### src/rtl/mmu.sv
// mmu -- single-level segment translation unit.
//
// A 16-entry segment table maps the top nibble of a 24-bit virtual address
// onto a 4-bit physical segment. The 20-bit offset passes through unchanged.
// Translation is registered: one result per clock, one cycle of latency, and
// no combinational path from addr_a to addr_b.
//
// Parameters
//   LEVEL     cache-hierarchy level served. 0 gives an identity reset mapping.
//             Any other value flips the segment MSB (pseg = i ^ 4'h8).
//
// Ports
//   clk       rising-edge clock for all state
//   rst       synchronous, active-high reset
//   addr_a    [23:0] virtual address to translate
//   addr_b    [23:0] translated physical address (registered)
//   fault     1 = last translated address hit an invalid segment (registered)
//   cfg_we    table write strobe, one cycle per write
//   cfg_idx   [3:0]  table entry to write
//   cfg_pseg  [3:0]  physical segment to store
//   cfg_valid         valid bit to store
module mmu #(
  parameter int LEVEL = 0
) (
  input  logic        clk,
  input  logic        rst,
  input  logic [23:0] addr_a,
  output logic [23:0] addr_b,
  output logic        fault,
  input  logic        cfg_we,
  input  logic [3:0]  cfg_idx,
  input  logic [3:0]  cfg_pseg,
  input  logic        cfg_valid
);

  // Reset mapping: identity for level 0, MSB-flipped for every other level.
  localparam logic [3:0] RST_XOR = (LEVEL == 0) ? 4'h0 : 4'h8;

  logic [3:0]  r_pseg [16];
  logic [15:0] r_valid;
  logic [23:0] r_addr_b;
  logic        r_fault;

  logic [3:0]  w_vseg;
  logic [3:0]  w_pseg;
  logic        w_hit;

  assign w_vseg = addr_a[23:20];
  assign w_pseg = r_pseg[w_vseg];
  assign w_hit  = r_valid[w_vseg];

  // The lookup reads the table as it stands before this edge. A write to the
  // same entry in the same cycle is seen only from the next edge onwards.
  always_ff @(posedge clk) begin
    if (rst) begin
      r_addr_b <= 24'h000000;
      r_fault  <= 1'b0;
      r_valid  <= 16'hFFFF;
      for (int i = 0; i < 16; i++) begin
        r_pseg[i] <= 4'(i) ^ RST_XOR;
      end
    end else begin
      if (w_hit) begin
        r_addr_b <= {w_pseg, addr_a[19:0]};
        r_fault  <= 1'b0;
      end else begin
        r_addr_b <= 24'h000000;
        r_fault  <= 1'b1;
      end
      if (cfg_we) begin
        r_pseg[cfg_idx]  <= cfg_pseg;
        r_valid[cfg_idx] <= cfg_valid;
      end
    end
  end

  assign addr_b = r_addr_b;
  assign fault  = r_fault;

endmodule

### config.mk
export PLATFORM = sky130hd
export DESIGN_NAME = mmu
export DESIGN_NICKNAME = d
export VERILOG_FILES = /design/src/rtl/mmu.sv
export SDC_FILE = /design/constraint.sdc
export NUM_CORES = 1
export LEC_CHECK = 0
export ABC_AREA = 1
export CORE_MARGIN = 2
export CORE_UTILIZATION = 55
export DETAILED_ROUTE_END_ITERATION = 10
export DONT_BUFFER_PORTS = 1
export HOLD_SLACK_MARGIN = 0.12
export PLACE_DENSITY = 0.7
export SKIP_CTS_REPAIR_TIMING = 1
export SLEW_MARGIN = 25
export SYNTH_ARGS = -nofsm -noshare
export SYNTH_HDL_FRONTEND = slang
export SYNTH_SLANG_ARGS = --single-unit
### constraint.sdc
create_clock -name clk -period 1.15 [get_ports clk]
set_input_delay 0.23 -clock clk [delete_from_list [all_inputs] [get_ports clk]]
set_output_delay 0.23 -clock clk [all_outputs]
set_load 0.05 [all_outputs]
==> results of run 1 <==
cell families after synthesis:
logic type | share of synthesized area
buf+inv | 0.08948
flops | 0.5944
compound gates | 0.04583
simple gates | 0.2703
Yosys cell counts:
| master | number | area [sq um] |
|---|---|---|
| nand2_1 | 159 | 596.8 |
| nor2_1 | 94 | 352.8 |
| inv_1 | 68 | 255.2 |
| edfxtp_1 | 64 | 1922 |
| dfxtp_1 | 41 | 820.8 |
| nand3_1 | 31 | 155.2 |
| nor2_2 | 20 | 125.1 |
| a21oi_1 | 15 | 75.07 |
| o21ai_0 | 14 | 70.07 |
| o211ai_1 | 8 | 60.06 |
| buf_4 | 7 | 52.55 |
| clkbuf_1 | 7 | 26.28 |
| buf_6 | 4 | 45.04 |
| buf_2 | 3 | 15.01 |
| buf_1 | 2 | 7.510 |
| inv_2 | 2 | 7.510 |
| a31oi_1 | 1 | 6.260 |
| clkinv_1 | 1 | 3.750 |
| nand2_2 | 1 | 6.260 |
| nor3_1 | 1 | 5.000 |
| or2_2 | 1 | 6.260 |
layout by cell type (no fill, tap or decap):
cell type        n
a21oi_1         15
a31oi_1          1
buf_12           6
buf_4           30
buf_6           17
bufinv_16        1
clkbuf_16        3
clkbuf_8         9
clkinv_1         1
clkinv_4         1
clkinv_8         1
clkinvlp_4       1
dfxtp_1         26
dfxtp_2         15
dlygate4sd3_1   22
edfxtp_1        64
inv_1           65
inv_2            5
inv_6            1
inv_8            1
nand2_1        154
nand2_2          5
nand2_4          1
nand3_1         20
nand3_2         11
nor2_1          91
nor2_2          16
nor2_4           7
nor3_2           1
o211ai_1         8
o21ai_0         11
o21ai_1          2
o21ai_2          1
or2_4            1
registers in the layout, indices dropped and copies added, names as in the netlist:
name,cells
addr_b,24
r_pseg,64
r_valid,16
fault,1
area by class of cell:
type,count,area (sq um),share of cell area
sequential,105,2761,0.4775
timing repair buffer,77,807.0,0.1395
multi-input combinational,345,1585,0.2741
clock inverter,6,82.58,0.01428
inverter,71,266.5,0.04608
clock buffer,10,148.9,0.02575
tap,105,131.4,0.02272
worst min-delay path by stage:
stage / to / slack [ps]
2_1_floorplan: fault$_SDFF_PP0_ / 300
3_3_place_gp: fault$_SDFF_PP0_ / 330
3_5_place_dp: fault$_SDFF_PP0_ / 320
4_1_cts: fault$_SDFF_PP0_ / -60
5_1_grt: fault$_SDFF_PP0_ / -100
6_report: fault$_SDFF_PP0_ / -80
power by group through the flow:
| stage | registers, W | logic, W | clock network (W) |
|---|---|---|---|
| final | 0.00428 | 0.00106 | 0.00253 |
| after floorplan | 0.00450 | 0.000473 | 0 |
| after global placement | 0.00435 | 0.000857 | 0 |
| after global routing | 0.00430 | 0.00114 | 0.00270 |
| after detailed placement | 0.00435 | 0.000872 | 0 |
| after CTS | 0.00427 | 0.000874 | 0.00255 |
metrics by stage:
step	instances	setup WS (ps)	TNS, ps	utilization	power (W)
2_1_floorplan	544	15.32	0	-	0.004970
3_3_place_gp	677	-189.9	-8014	0.6208	0.005204
6_report	719	-125.8	-2179	0.7074	0.007866
5_1_grt	719	-181.9	-3583	0.7074	0.008133
3_5_place_dp	677	-227.9	-10940	0.6208	0.005225
4_1_cts	693	-109.9	-2703	0.6491	0.007690
routing by layer:
metal / vias up / share of wire / routed length [um]
met5: - / 0 / 0
met4: 0 / 0.024 / 267
met3: 20 / 0.077 / 865
met2: 148 / 0.50 / 5551
met1: 1726 / 0.40 / 4522
li1: 1827 / - / -
==> flow_summary.toml, run 1 <==
[run]
maxCapViolations = 0

[critical_path]
startpoint = "r_valid[15]$_SDFFE_PP1P_"
r2r_start = "r_valid[15]$_SDFFE_PP1P_"
worstReg2RegEnd = "addr_b[5]$_SDFF_PP0_"
rrSetupSlack_ps = -130
arrival_ps = 1580
cpMostUsedCell = "nand3_2"
path_depth = 9
cp_max_fo = 6
cp_num_buf_inv = 2
path_delay_family = "simple AND/OR/NAND/NOR gates"
slowest_stage = "dfxtp_2"
max_stage_delay_ps = 350
reg2regPathDepth = 9
critPathKind = "register to register"
crit_required_ps = 1460
worstPathCellList = "inv_2, nand2_2, nand3_2, nand3_2, nand3_2, nand2_2, nand2_4, clkbuf_16, nor2_2"
worstSetupEndpointType = "register"
cp-endpoint = "addr_b[5]$_SDFF_PP0_"
startpoint_type = "register"

[global_routing]
grt_use_met3 = 0.05929
grt_use_met2 = 0.3899
grt_pass1_wl_um = 16190
grt_use_met1 = 0.3155
grt-busiest-layer = "met2"
grt_antenna_before_repair = 0
grt-ovfl-total = 0
track_usage = 0.2417
grt_pass1_vias = 3332
grt_max_degree = 52

[timing]
worst_slack_ps = -125.8
timing.fmax_mhz = 783.8
rsz0062_at_grt = "yes"
setup_viol = 25
worst_pin_slew_ps = 354.1
hold_ws_ps = -76.52
fin_crit_ps = 1276
finalMaxSlewViolations = 0
period_share = 1.109
slew_headroom = 0.7632
fin_skew_ps = 12.18
hold_viol_final = 1

[drt]
drt_iter0_drc = 289
vias = 3721
wl_per_cell_um = 15.59
vias_per_cell = 5.175
routed_wl_um = 11210
drtPass1Iterations = 5
drc = 0
ant_nets = 0

[logic_synthesis]
synth_nets = 580
syn_area_sq_um = 4614
yosysSeqAreaShare = 0.5944
ys_ff_latch = 105
synth_cell_type_count = 21
syn-instance-count = 544
yosysWarnings = 0
syn_avg_cell_area_sq_um = 8.482

[floorplanning]
die_x_um = 95.60
die_y_um = 95.60
floorplan.initialDensity = 0.5644
io_pins = 61
fp.coreArea_sq_um = 8175
die_area_sq_um = 9138
floorplan.rows = 33

[placement]
gp_congestion = 0.9044
port_buffers = 0
hpwl_um = 7025
dpl_cell_area_sq_um = 5075

[outcome]
violations = "negative hold slack, negative setup slack"
status = "finished with violations"

[cts]
clock_sinks = 105
clk_path_buf_depth = 2
clk_latency_ps = 370
h-tree-depth = 3
cts_tree = "done"
numCtsBuffers = 9
clkSlewWorstSetupHoldPaths_ps = 110
clockRootBuffer = "clkbuf_8"

[cells_and_area]
area_growth_pct = 25.33
finalNetCount = 645
fill_cells = 626
antenna_cells = 0
fin_area_sq_um = 5783
drive_above_1_share = 0.2182

[pwr]
leakagePower_nw = 2.663
ir_drop_uv = 833.6
clock_power_share = 0.322
switching_share = 0.2671
internal-power_w = 0.005765
power_switching_w = 0.002101
p_seq_frac = 0.544
powerDensity_nw_per_um2 = 1360
pwr-share-comb = 0.135

[hold_path]
min_delay_path_depth = 1
hold_class = "primary input to register"
hp-start = "rst"
Note: power is estimated with default switching activity, not from simulation.
==> run 2, diff against run 1 <==
CTS_CLUSTER_SIZE = 14   (was not set)
TNS_END_PERCENT = 1   (was not set)
==> run 2 against run 1 <==
- the run ends with negative setup slack left
- first-iteration DRC count fell by 24%
- critical path depth did not move
- utilization fell by 0.32 points
- sequential power fell by 1%
- register-to-register slack improved by 40 ps
- clock skew fell by 8.1 ps
- sequential share of layout area rose by 0.11 points
- clock power fell by 11%
- largest cell class unchanged
==> flow_summary.toml, run 2 (synthesis results as in run 1) <==
[drt]
routed_wl_um = 10990
drtPass1Iterations = 5
wl_per_cell_um = 15.09
drc = 0
ant_nets = 0
vias = 3747
vias_per_cell = 5.147
drt_iter0_drc = 219

[cts]
numCtsBuffers = 9
cts_tree = "done"
clkSlewWorstSetupHoldPaths_ps = 100
clk_latency_ps = 370
clockRootBuffer = "clkbuf_8"
clk_path_buf_depth = 2
clock_sinks = 105
h-tree-depth = 3

[critical_path]
cp_max_fo = 6
rrSetupSlack_ps = -90
crit_required_ps = 1470
arrival_ps = 1560
startpoint_type = "register"
worstSetupEndpointType = "register"
critPathKind = "register to register"

[timing]
slew_headroom = 0.7968
fin_skew_ps = 4.110
finalMaxSlewViolations = 0
setup_viol = 24
rsz0062_at_grt = "yes"
timing.fmax_mhz = 806.3
fin_crit_ps = 1240
worst_slack_ps = -90.17
worst_pin_slew_ps = 304.4
hold_viol_final = 0
period_share = 1.078
hold_ws_ps = 45.25

[cells_and_area]
post-route-util = 0.7042
area_growth_pct = 24.76
final_common_cell = "nand2_1"
finalNetCount = 654
top_register = "r_pseg"
largest_register_ffs = 64
fin_cells = 728
antenna_cells = 0
final_cell_mix = "nand2_1 (158), nor2_1 (89), inv_1 (67)"
drive_above_1_share = 0.2135

[outcome]
status = "finished with violations"
violations = "negative setup slack"

[floorplanning]
die_y_um = 95.60
io_pins = 61
die_area_sq_um = 9138
floorplan.rows = 33
fp.coreArea_sq_um = 8175
die_x_um = 95.60
floorplan.initialDensity = 0.5644

[global_routing]
grt_max_degree = 52
grt-ovfl-total = 0
grt_pass1_vias = 3330
grt_pass1_wl_um = 15960
track_usage = 0.2368
grt_antenna_before_repair = 0

[pwr]
leakagePower_nw = 2.694
powerDensity_nw_per_um2 = 1317
p_total_w = 0.007582
ir_drop_uv = 765.6

[hold_path]
hold_class = "primary input to register"

[placement]
dp.cells = 687
gp_congestion = 0.9011
hpwl_um = 7082
dp_slack_ps = -243.1
port_buffers = 0

[run]
maxCapViolations = 0
run 2: cell count changes in the layout (fill, tap and decap cells not counted), sizes merged:
cell / change
buf: +9
inv: +2
bufinv: -1
clkinvlp: -1
run 2: routing by layer:
layer	wire [um]	global-route usage
met5	0	0
met1	4527	0.3016
met4	299	0.1190
met2	5503	0.3887
met3	657	0.04190
run 2: per-stage QoR:
stage	TNS (ps)	cell area, sq um
3_5_place_dp	-11730	5150
3_3_place_gp	-10010	5150
2_1_floorplan	-1495	4619
5_1_grt	-3650	5757
4_1_cts	-2454	5344
6_report	-1803	5757
run 2: final timing paths:
check	end	from	depth (start not counted)
hold reg to reg	r_valid[0]$_SDFFE_PP1P_	r_valid[0]$_SDFFE_PP1P_	2
hold / removal	addr_b[23]$_SDFF_PP0_	addr_a[23]	3
setup reg to reg	addr_b[5]$_SDFF_PP0_	r_valid[0]$_SDFFE_PP1P_	9
setup / recovery	addr_b[5]$_SDFF_PP0_	r_valid[0]$_SDFFE_PP1P_	9
run 2: worst max-delay path, stage by stage, from the launching register on:
cell and delay, ps:
dfxtp_1 330, inv_1 50, nand2_1 60, nand3_1 110, nand3_2 110, nand3_2 70, nand2_2 100, nand2_4 100
clkbuf_16 180, nor2_2 70
run 2: area by class of cell:
type,count,area [sq um]
clock buffers,10,148.9
clock inverters,6,45.04
fillers,601,2419
inverters,71,266.5
multi-input cells,345,1541
flip-flops and latches,105,2755
well taps,105,131.4
repair buffers,86,868.3
run 2: power by group:
| group | switching (W) | internal, W |
|---|---|---|
| sequential | 0.0000592 | 0.00418 |
| combinational | 0.000686 | 0.000409 |
| clock | 0.00131 | 0.000942 |
| total | 0.00206 | 0.00553 |
